### config.mk
export PLATFORM = sky130hd
export DESIGN_NAME = mem_channel_scheduler
export DESIGN_NICKNAME = d
export VERILOG_FILES = /design/src/rtl/mem_channel_scheduler.sv
export SDC_FILE = /design/constraint.sdc
export NUM_CORES = 1
export LEC_CHECK = 0
export BUFFER_PORTS_ARGS = -buffer_cell sky130_fd_sc_hd__buf_2
export CORE_MARGIN = 2
export CORE_UTILIZATION = 45
export DETAILED_ROUTE_END_ITERATION = 7
export PLACE_DENSITY = 0.85
export SYNTH_ARGS = -nofsm -noshare
export SYNTH_HDL_FRONTEND = slang
export SYNTH_SLANG_ARGS = --single-unit
### constraint.sdc
create_clock -name clk -period 9.14 [get_ports clk]
set_clock_uncertainty 0.1 [all_clocks]
set_input_delay 0.457 -clock clk [delete_from_list [all_inputs] [get_ports clk]]
set_output_delay 0.457 -clock clk [all_outputs]
set_load 0.01 [all_outputs]
### src/rtl/mem_channel_scheduler.sv
// Round-robin scheduler sharing NUM_CHANNELS memory channels among NUM_CONSUMERS requesters.
// Define MEM_SCHED_WRITE_EN to build the write path (data memory); leave it undefined for read-only program memory.
module mem_channel_scheduler #(
    parameter int ADDR_BITS     = 8,
    parameter int DATA_BITS     = 8,
    parameter int NUM_CONSUMERS = 4,
    parameter int NUM_CHANNELS  = 2
) (
    input  logic                                    clk,
    input  logic                                    reset,
    input  logic [NUM_CONSUMERS-1:0]                consumer_read_valid,
    input  logic [NUM_CONSUMERS-1:0][ADDR_BITS-1:0] consumer_read_address,
    output logic [NUM_CONSUMERS-1:0]                consumer_read_ready,
    output logic [NUM_CONSUMERS-1:0][DATA_BITS-1:0] consumer_read_data,
    input  logic [NUM_CONSUMERS-1:0]                consumer_write_valid,
    input  logic [NUM_CONSUMERS-1:0][ADDR_BITS-1:0] consumer_write_address,
    input  logic [NUM_CONSUMERS-1:0][DATA_BITS-1:0] consumer_write_data,
    output logic [NUM_CONSUMERS-1:0]                consumer_write_ready,
    output logic [NUM_CHANNELS-1:0]                 mem_read_valid,
    output logic [NUM_CHANNELS-1:0][ADDR_BITS-1:0]  mem_read_address,
    input  logic [NUM_CHANNELS-1:0]                 mem_read_ready,
    input  logic [NUM_CHANNELS-1:0][DATA_BITS-1:0]  mem_read_data,
    output logic [NUM_CHANNELS-1:0]                 mem_write_valid,
    output logic [NUM_CHANNELS-1:0][ADDR_BITS-1:0]  mem_write_address,
    output logic [NUM_CHANNELS-1:0][DATA_BITS-1:0]  mem_write_data,
    input  logic [NUM_CHANNELS-1:0]                 mem_write_ready
);

    localparam int IDX_W = (NUM_CONSUMERS > 1) ? $clog2(NUM_CONSUMERS) : 1;

    typedef enum logic [2:0] {
        IDLE,
        READ_WAIT,
        READ_RELAY
`ifdef MEM_SCHED_WRITE_EN
        , WRITE_WAIT,
        WRITE_RELAY
`endif
    } state_t;

    state_t                                  state_q [NUM_CHANNELS];
    state_t                                  state_n [NUM_CHANNELS];
    logic [IDX_W-1:0]                        idx_q   [NUM_CHANNELS];
    logic [IDX_W-1:0]                        idx_n   [NUM_CHANNELS];
    logic [NUM_CONSUMERS-1:0]                claimed_q, claimed_n;
    logic [NUM_CONSUMERS-1:0]                claim_arb, claim_clr;
    logic [IDX_W-1:0]                        rr_ptr, rr_ptr_n;
    logic [NUM_CONSUMERS-1:0]                rd_ready_n;
    logic [NUM_CONSUMERS-1:0][DATA_BITS-1:0] rd_data_n;
    logic [NUM_CHANNELS-1:0]                 mrv_n;
    logic [NUM_CHANNELS-1:0][ADDR_BITS-1:0]  mra_n;
    logic [NUM_CONSUMERS-1:0]                write_req;
    logic                                    found;
    int                                      grant;
    int                                      cand;

`ifdef MEM_SCHED_WRITE_EN
    logic [NUM_CONSUMERS-1:0]                wr_ready_n;
    logic [NUM_CHANNELS-1:0]                 mwv_n;
    logic [NUM_CHANNELS-1:0][ADDR_BITS-1:0]  mwa_n;
    logic [NUM_CHANNELS-1:0][DATA_BITS-1:0]  mwd_n;

    assign write_req = consumer_write_valid;
`else
    logic unused_write_inputs;

    // Program-memory build: write requests are invisible to arbitration and write outputs stay low.
    assign write_req            = '0;
    assign consumer_write_ready = '0;
    assign mem_write_valid      = '0;
    assign mem_write_address    = '0;
    assign mem_write_data       = '0;
    assign unused_write_inputs  = ^{consumer_write_valid, consumer_write_address,
                                    consumer_write_data, mem_write_ready};
`endif

    always_comb begin
        // NOTE: every variable written here gets its hold value first, so no path can infer a latch.
        claim_arb  = claimed_q;
        claim_clr  = '0;
        rr_ptr_n   = rr_ptr;
        rd_ready_n = consumer_read_ready;
        rd_data_n  = consumer_read_data;
        mrv_n      = mem_read_valid;
        mra_n      = mem_read_address;
        found      = 1'b0;
        grant      = 0;
        cand       = 0;
`ifdef MEM_SCHED_WRITE_EN
        wr_ready_n = consumer_write_ready;
        mwv_n      = mem_write_valid;
        mwa_n      = mem_write_address;
        mwd_n      = mem_write_data;
`endif
        // Ascending channel order: claim_arb carries grants made by lower channels this cycle.
        for (int ch = 0; ch < NUM_CHANNELS; ch++) begin
            state_n[ch] = state_q[ch];
            idx_n[ch]   = idx_q[ch];
            case (state_q[ch])
                IDLE: begin
                    found = 1'b0;
                    grant = 0;
                    for (int j = 0; j < NUM_CONSUMERS; j++) begin
                        cand = (int'(rr_ptr) + j) % NUM_CONSUMERS;
                        if (!found && !claim_arb[cand] &&
                            (consumer_read_valid[cand] || write_req[cand])) begin
                            found = 1'b1;
                            grant = cand;
                        end
                    end
                    if (found) begin
                        claim_arb[grant] = 1'b1;
                        idx_n[ch]        = IDX_W'(grant);
                        rr_ptr_n         = IDX_W'((grant + 1) % NUM_CONSUMERS);
                        if (consumer_read_valid[grant]) begin
                            state_n[ch] = READ_WAIT;
                            mrv_n[ch]   = 1'b1;
                            mra_n[ch]   = consumer_read_address[grant];
                        end
`ifdef MEM_SCHED_WRITE_EN
                        else begin
                            state_n[ch] = WRITE_WAIT;
                            mwv_n[ch]   = 1'b1;
                            mwa_n[ch]   = consumer_write_address[grant];
                            mwd_n[ch]   = consumer_write_data[grant];
                        end
`endif
                    end
                end
                READ_WAIT: begin
                    if (mem_read_ready[ch]) begin
                        mrv_n[ch]              = 1'b0;
                        rd_data_n[idx_q[ch]]   = mem_read_data[ch];
                        rd_ready_n[idx_q[ch]]  = 1'b1;
                        state_n[ch]            = READ_RELAY;
                    end
                end
                READ_RELAY: begin
                    if (!consumer_read_valid[idx_q[ch]]) begin
                        rd_ready_n[idx_q[ch]] = 1'b0;
                        claim_clr[idx_q[ch]]  = 1'b1;
                        state_n[ch]           = IDLE;
                    end
                end
`ifdef MEM_SCHED_WRITE_EN
                WRITE_WAIT: begin
                    if (mem_write_ready[ch]) begin
                        mwv_n[ch]             = 1'b0;
                        wr_ready_n[idx_q[ch]] = 1'b1;
                        state_n[ch]           = WRITE_RELAY;
                    end
                end
                WRITE_RELAY: begin
                    if (!consumer_write_valid[idx_q[ch]]) begin
                        wr_ready_n[idx_q[ch]] = 1'b0;
                        claim_clr[idx_q[ch]]  = 1'b1;
                        state_n[ch]           = IDLE;
                    end
                end
`endif
                default: state_n[ch] = IDLE;
            endcase
        end
        // Releases take effect next cycle, so a freed consumer is not re-granted in its release cycle.
        claimed_n = claim_arb & ~claim_clr;
    end

    // NOTE: read data is reset along with everything else because all outputs must read 0 out of reset.
    always_ff @(posedge clk or negedge reset) begin
        if (!reset) begin
            for (int ch = 0; ch < NUM_CHANNELS; ch++) begin
                state_q[ch] <= IDLE;
                idx_q[ch]   <= '0;
            end
            claimed_q           <= '0;
            rr_ptr              <= '0;
            consumer_read_ready <= '0;
            consumer_read_data  <= '0;
            mem_read_valid      <= '0;
            mem_read_address    <= '0;
`ifdef MEM_SCHED_WRITE_EN
            consumer_write_ready <= '0;
            mem_write_valid      <= '0;
            mem_write_address    <= '0;
            mem_write_data       <= '0;
`endif
        end else begin
            // NOTE: non-blocking assignments so every register samples pre-edge values.
            for (int ch = 0; ch < NUM_CHANNELS; ch++) begin
                state_q[ch] <= state_n[ch];
                idx_q[ch]   <= idx_n[ch];
            end
            claimed_q           <= claimed_n;
            rr_ptr              <= rr_ptr_n;
            consumer_read_ready <= rd_ready_n;
            consumer_read_data  <= rd_data_n;
            mem_read_valid      <= mrv_n;
            mem_read_address    <= mra_n;
`ifdef MEM_SCHED_WRITE_EN
            consumer_write_ready <= wr_ready_n;
            mem_write_valid      <= mwv_n;
            mem_write_address    <= mwa_n;
            mem_write_data       <= mwd_n;
`endif
        end
    end

endmodule

### After elaboration in Yosys (flattened, before gate mapping)

Cells that the tools add are included.

| word-level totals | value |
|---|---|
| register bits | 70 |
| input bits | 126 |
| output and inout bits | 92 |
| word-level logic and storage cells | 249 |

| cells by class | value |
|---|---|
| add/sub/neg operators | 5 |
| $lt $le $gt $ge | 12 |
| eq/ne operators | 12 |
| muxes and demuxes | 140 |
| bitwise operators | 14 |
| reductions and logical operators | 51 |

Operators by type and width:

| kind | number |
|---|---|
| 2-to-1 mux 32 bit | 12 |
| bitwise mux 32 bit | 2 |
| greater-or-equal comparator 32 x 1 -> 1 bit (second input constant) | 2 |
| < comparator 32 x 4 -> 1 bit (second input constant) | 2 |
| 2-to-1 mux 1 bit | 60 |
| 2-to-1 mux 4 bit | 12 |
| 2-to-1 mux 8 bit | 6 |
| binary-select mux 1 bit (select 2 bit) | 20 |
| binary-select mux 8 bit (select 2 bit) | 2 |
| demux 8 bit (select 2 bit) | 2 |
| 2-to-1 mux 3 bit | 8 |
| bitwise OR 4 bit | 5 |
| logical AND 1 bit | 18 |
| case mux 3 bit (3 select lines) | 2 |
| inequality test 2 bit (second input constant) | 8 |
| case mux 4 bit (2 select lines) | 2 |
| AND reduction 4 bit | 4 |
| logical NOT 1 bit | 14 |
| AND 4 bit | 3 |
| < comparator 3 x 4 -> 1 bit (second input constant) | 3 |
| 2-to-1 mux 2 bit | 6 |
| inverter 4 bit | 3 |
| < comparator 2 x 3 -> 1 bit (second input constant) | 3 |
| adder 2 bit (second input constant) | 4 |
| 13 further kinds | 31 |

### Logic depth before layout (Yosys ltp)

| logic depth | value |
|---|---|
| word-level depth | 57 |
| depth in mapped cells | 16 |
| gate-level depth less buffers | 11 |

### Worst setup path after synthesis

Ideal clock, no wire load.

| timing path | value |
|---|---|
| path type | input to register |
| start point | input consumer_read_valid[3] |
| end point | register claimed_q[1] |
| library setup time | 0.125 ns |
| data arrival time | 3.334 ns |
| data required time | 8.915 ns |
| path slack | 5.581 ns |
| stages on the path | 13 |
| path buffers | 2 |
| cell sequence | buf_2 or4b_4 nand2_2 o22ai_1 a221oi_2 nor3_2 or4_1 a211oi_2 nor2_1 o41a_1 buf_6 a311oi_1 nor2_1 |

| between the ends | value |
|---|---|
| cells in the longest elaborated chain, start to end | 57 |
| elaborated cells on any way between the ends | 103 |
| classes of those cells | order compare (4); mux (64); bitwise (5); reduce/logical (30) |

RTL lines:

| item | line | RTL |
|---|---|---|
| start, declared | 11 | `input logic [NUM_CONSUMERS-1:0] consumer_read_valid,` |
| binary-select mux 1 bit (select 2 bit) | 106 | `(consumer_read_valid[cand] \|\| write_req[cand])) begin` |
| 2-to-1 mux 1 bit (not written as such) | 106 |  |
| logical OR 1 bit | 106 |  |
| logical AND 1 bit | 105 | `if (!found && !claim_arb[cand] &&` |
| 2-to-1 mux 1 bit | 105 |  |
| 2-to-1 mux 1 bit | 99 | `case (state_q[ch])` |
| logical NOT 1 bit | 105 |  |
| logical AND 1 bit (2 in a row) | 105 |  |
| (+41 left out) | n/a |  |
| logical AND 1 bit (not written as such) | 112 | `claim_arb[grant] = 1'b1;` |
| 2-to-1 mux 1 bit (not written as such) | 112 |  |
| demux 1 bit (select 2 bit) | 112 |  |
| bitwise OR 4 bit (no source line) | n/a |  |
| 2-to-1 mux 4 bit | 111 | `if (found) begin` |
| 2-to-1 mux 4 bit | 99 |  |
| AND 4 bit (*) | 165 | `claimed_n = claim_arb & ~claim_clr;` |
| via claimed_n[1] | 45 | `logic [NUM_CONSUMERS-1:0] claimed_q, claimed_n;` |
| end signal, assigned | 193 | `claimed_q <= claimed_n;` |
| end, declared | 45 |  |

The timed path passes the listed nets; every way through them passes the cells marked *. The select of a mux whose other input is x is not followed.
A chain may end at the register's enable or synchronous reset.

### Final worst setup path

| timing path | value |
|---|---|
| start point | register rr_ptr[0] |
| end point | register mem_read_address[12] in the netlist's numbering |

| between the ends | value |
|---|---|
| cells in the longest elaborated chain, start to end | 53 |
| elaborated cells on any way between the ends | 126 |
| classes of those cells | add/sub (3); order compare (2); mux (80); bitwise (4); reduce/logical (37) |

RTL lines:

| item | line | RTL |
|---|---|---|
| start, declared | 47 | `logic [IDX_W-1:0] rr_ptr, rr_ptr_n;` |
| start signal, assigned | 194 | `rr_ptr <= rr_ptr_n;` |
| parallel branches: the longest is 53 deep, another holds adder 2 x 1 -> 2 bit | n/a |  |
| end signal, assigned | 198 | `mem_read_address <= mra_n;` |
| end, declared | 20 | `output logic [NUM_CHANNELS-1:0][ADDR_BITS-1:0] mem_read_address,` |

Parallel ways; which one is timed is not known. The select of a mux whose other input is x is not followed.

==> out/results.txt <==
H-tree Lvls -> 3
Status -> finished clean
Yosys warnings -> 0
Reg2Reg Setup Slack -> 4.02 ns
CP Max Fanout -> 29
Ys async rst share -> 100%
Length in cells of the worst reg-to-reg path -> 12
Hold slack -> 0.196 ns
Remaining DRCs -> 0
Fmax -> 195 MHz
Area delta synth->final -> 12.2%
Final setup margin -> 4.02 ns
CTS buffer count -> 9
Post-synth top area share -> 34.4%
Area contributors post-synth -> dfrtp_1 (34%), mux2i_1 (7.9%), nand2_1 (7.9%)
Final Core Density -> 51.4%
# fillers -> 1,012
Main synth FF type -> dfrtp_1
Row count -> 38
Routed length per instance -> 16.1 microns
CTS sink cnt -> 68
Routed WL -> 13,100 microns
Final period util -> 56.1%
Pwr per Cell Area -> 391 mW/mm^2
Commonest cells after routing, fill and taps aside -> buf_2 (109), nand2_1 (104), dfrtp_1 (68)
Pin count of the biggest net entering global routing -> 69
Crit. End Element -> flop
Setup crit start kind -> flop
RSZ-0062 raised after global routing -> false
Yosys top cell by area -> dfrtp_1
Post-synth EDFFs -> 0
Total track usage -> 22.3%
Maxcap violations -> 0
Antenna cells -> 0
Worst skew pair latency -> 0.36 ns
Min Tclk post-route -> 5.12 ns
Worst Path Required -> 9.26 ns
Worst-path clk slew -> 0.09 ns
GRT overflow -> 0
Hold crit path type -> input port to asynchronous set/reset pin
Via density -> 5.71
Commonest non-fill, non-tap cell in the layout -> buf_2
Final #Nets -> 798
Synth cell types -> 77
Post-DP HPWL -> 9390 microns
Synth Cell Area -> 0.00495 sq mm
Die area -> 0.0118 sq mm
Post-Syn Instances -> 583
Post-route ant nets -> 0
Layout cells sized above 1 -> 24.0%
# IOs -> 218
Final Max Tran Viols -> 0
Dpl ws -> 4.12 ns
Antenna violations before repair -> 0
Post-Syn Area per Cell -> 8.48 sq um
CTS Buffer Depth -> 2
Die Ht -> 109 microns
Routed via count -> 4,627
Initial DRC count -> 499
Sequential cell area fraction in the yosys report -> 34.4%
Reg-to-reg critical path startpoint -> rr_ptr[0]
First-pass GRT wire length -> 21,100 microns
Seq cells post-synth -> 68
WP data arrival -> 5.25 ns
CTS tree -> done
Chip width -> 109 microns
Post-route setup TNS -> 0 ns
Final GP Congestion -> 0.891
Post-CTS resize count -> 0
Worst-margin pin slew -> 1.05 ns
Reg2reg end -> mem_read_address[12]
Starting density of the core -> 45.8%
CTS root buffer -> clkbuf_8
Slew HR -> 30.0%
Final setup viols -> 0
Endpoints failing hold -> 0
Number of global-route vias before repair -> 4,309
CORE AREA -> 0.0108 sq mm
WS Path Type -> flop to flop
Hold buffer count at cts -> 0
Leak -> 0.00258 uW
Drt pass-1 iters -> 5
Setup repair bufs after CTS -> 0
Max VDD drop -> 0.202 mV
Input/output buffers -> 109
[critical path: stages (launching register included)]
cell and delay (ns):
dfrtp_1 1.04, inv_1 0.37, nor4_1 0.35, o22ai_1 0.13
a221oi_2 0.38, nor3_4 0.07, buf_4 0.25, or4_1 0.52
a211oi_2 0.31, or2_2 0.21, a31o_1 0.80, mux2i_1 0.28
o221ai_1 0.15
[flip-flops by register name, summed over array words and instances (netlist names)]
signal               flops
consumer_read_data      32
mem_read_address        16
claimed_q                4
consumer_read_ready      4
idx_q                    4
state_q                  4
mem_read_valid           2
rr_ptr                   2
[power by group]
group          internal, uW  leakage, uW  switching (uW)
Clock                   131    0.0000988             139
Sequential              446     0.000829             144
Combinational           546      0.00165             763
Total                  1120      0.00258            1050
[layer usage]
layer / up-vias / share of wire (%) / track usage [%]
met3: 30 / 8.3 / 5.08
met5: - / 0 / 0
li1: 2159 / - / -
met4: 0 / 1.9 / 6.41
met1: 2205 / 42 / 29.6
met2: 233 / 48 / 36.4
[Yosys cell counts, types with 3 or more instances]
master      n
nor3_1      6
inv_1      15
buf_4      41
and3_1      4
dfrtp_1    68
buf_6       6
buf_2       7
nor4_1      3
mux2_2      9
nand2b_1    7
mux2i_1    39
clkbuf_1   24
a21boi_0    3
o21a_1      4
nand2_1   104
nor2b_1    11
mux4_2      3
nand3_1     8
a22oi_1     3
a21oi_1    29
o221ai_1    9
nor2_1     40
o31ai_1     3
clkinv_1    3
o21ai_0    43
a31oi_1    26
ha_1        6
a211oi_1    3
[cells by family (layout without fill, tap and decap cells)]
group                      count (synthesis)  after routing  share of synthesized area, %
muxes                                     51             51                          11.3
xor gates and xnor gates                   2              2                         0.354
adders and majority gates                  6              6                          1.52
buffers and inverters                     96            147                          11.5
AOI/OAI and AO/OA                        155            155                          21.3
DFF                                       68             68                          34.4
other                                      1             38                        0.0758
and+or+nand+nor                          204            204                          19.5
[final cells by class]
cell class                      instances  area, sq um  area share [%]
Multi-Input combinational cell        456         2820            50.9
Sequential cell                        68         1700            30.7
Timing Repair Buffer                  113          576            10.4
Tap cell                              140          175            3.16
Clock buffer                            9          124            2.23
Clock inverter                          7         82.6            1.49
Inverter                               18         67.6            1.22
[metrics by stage]
step	power, uW	instance area [sq um]	std cells
after floorplan	1580	5080	620
after global placement	1850	5340	795
after detailed placement	1890	5340	795
after CTS	2160	5550	811
after global routing	2330	5550	811
final	2170	5550	811
[worst max-delay path by stage]
stage,end,from
global placement,mem_read_address[9],rr_ptr[0]
detailed placement,mem_read_address[11],rr_ptr[0]
floorplan,claimed_q[1],consumer_read_valid[3]
finish,mem_read_address[12],rr_ptr[0]
global route,mem_read_address[12],rr_ptr[0]
CTS,mem_read_address[12],rr_ptr[0]
(Power assumes the default switching activity.)
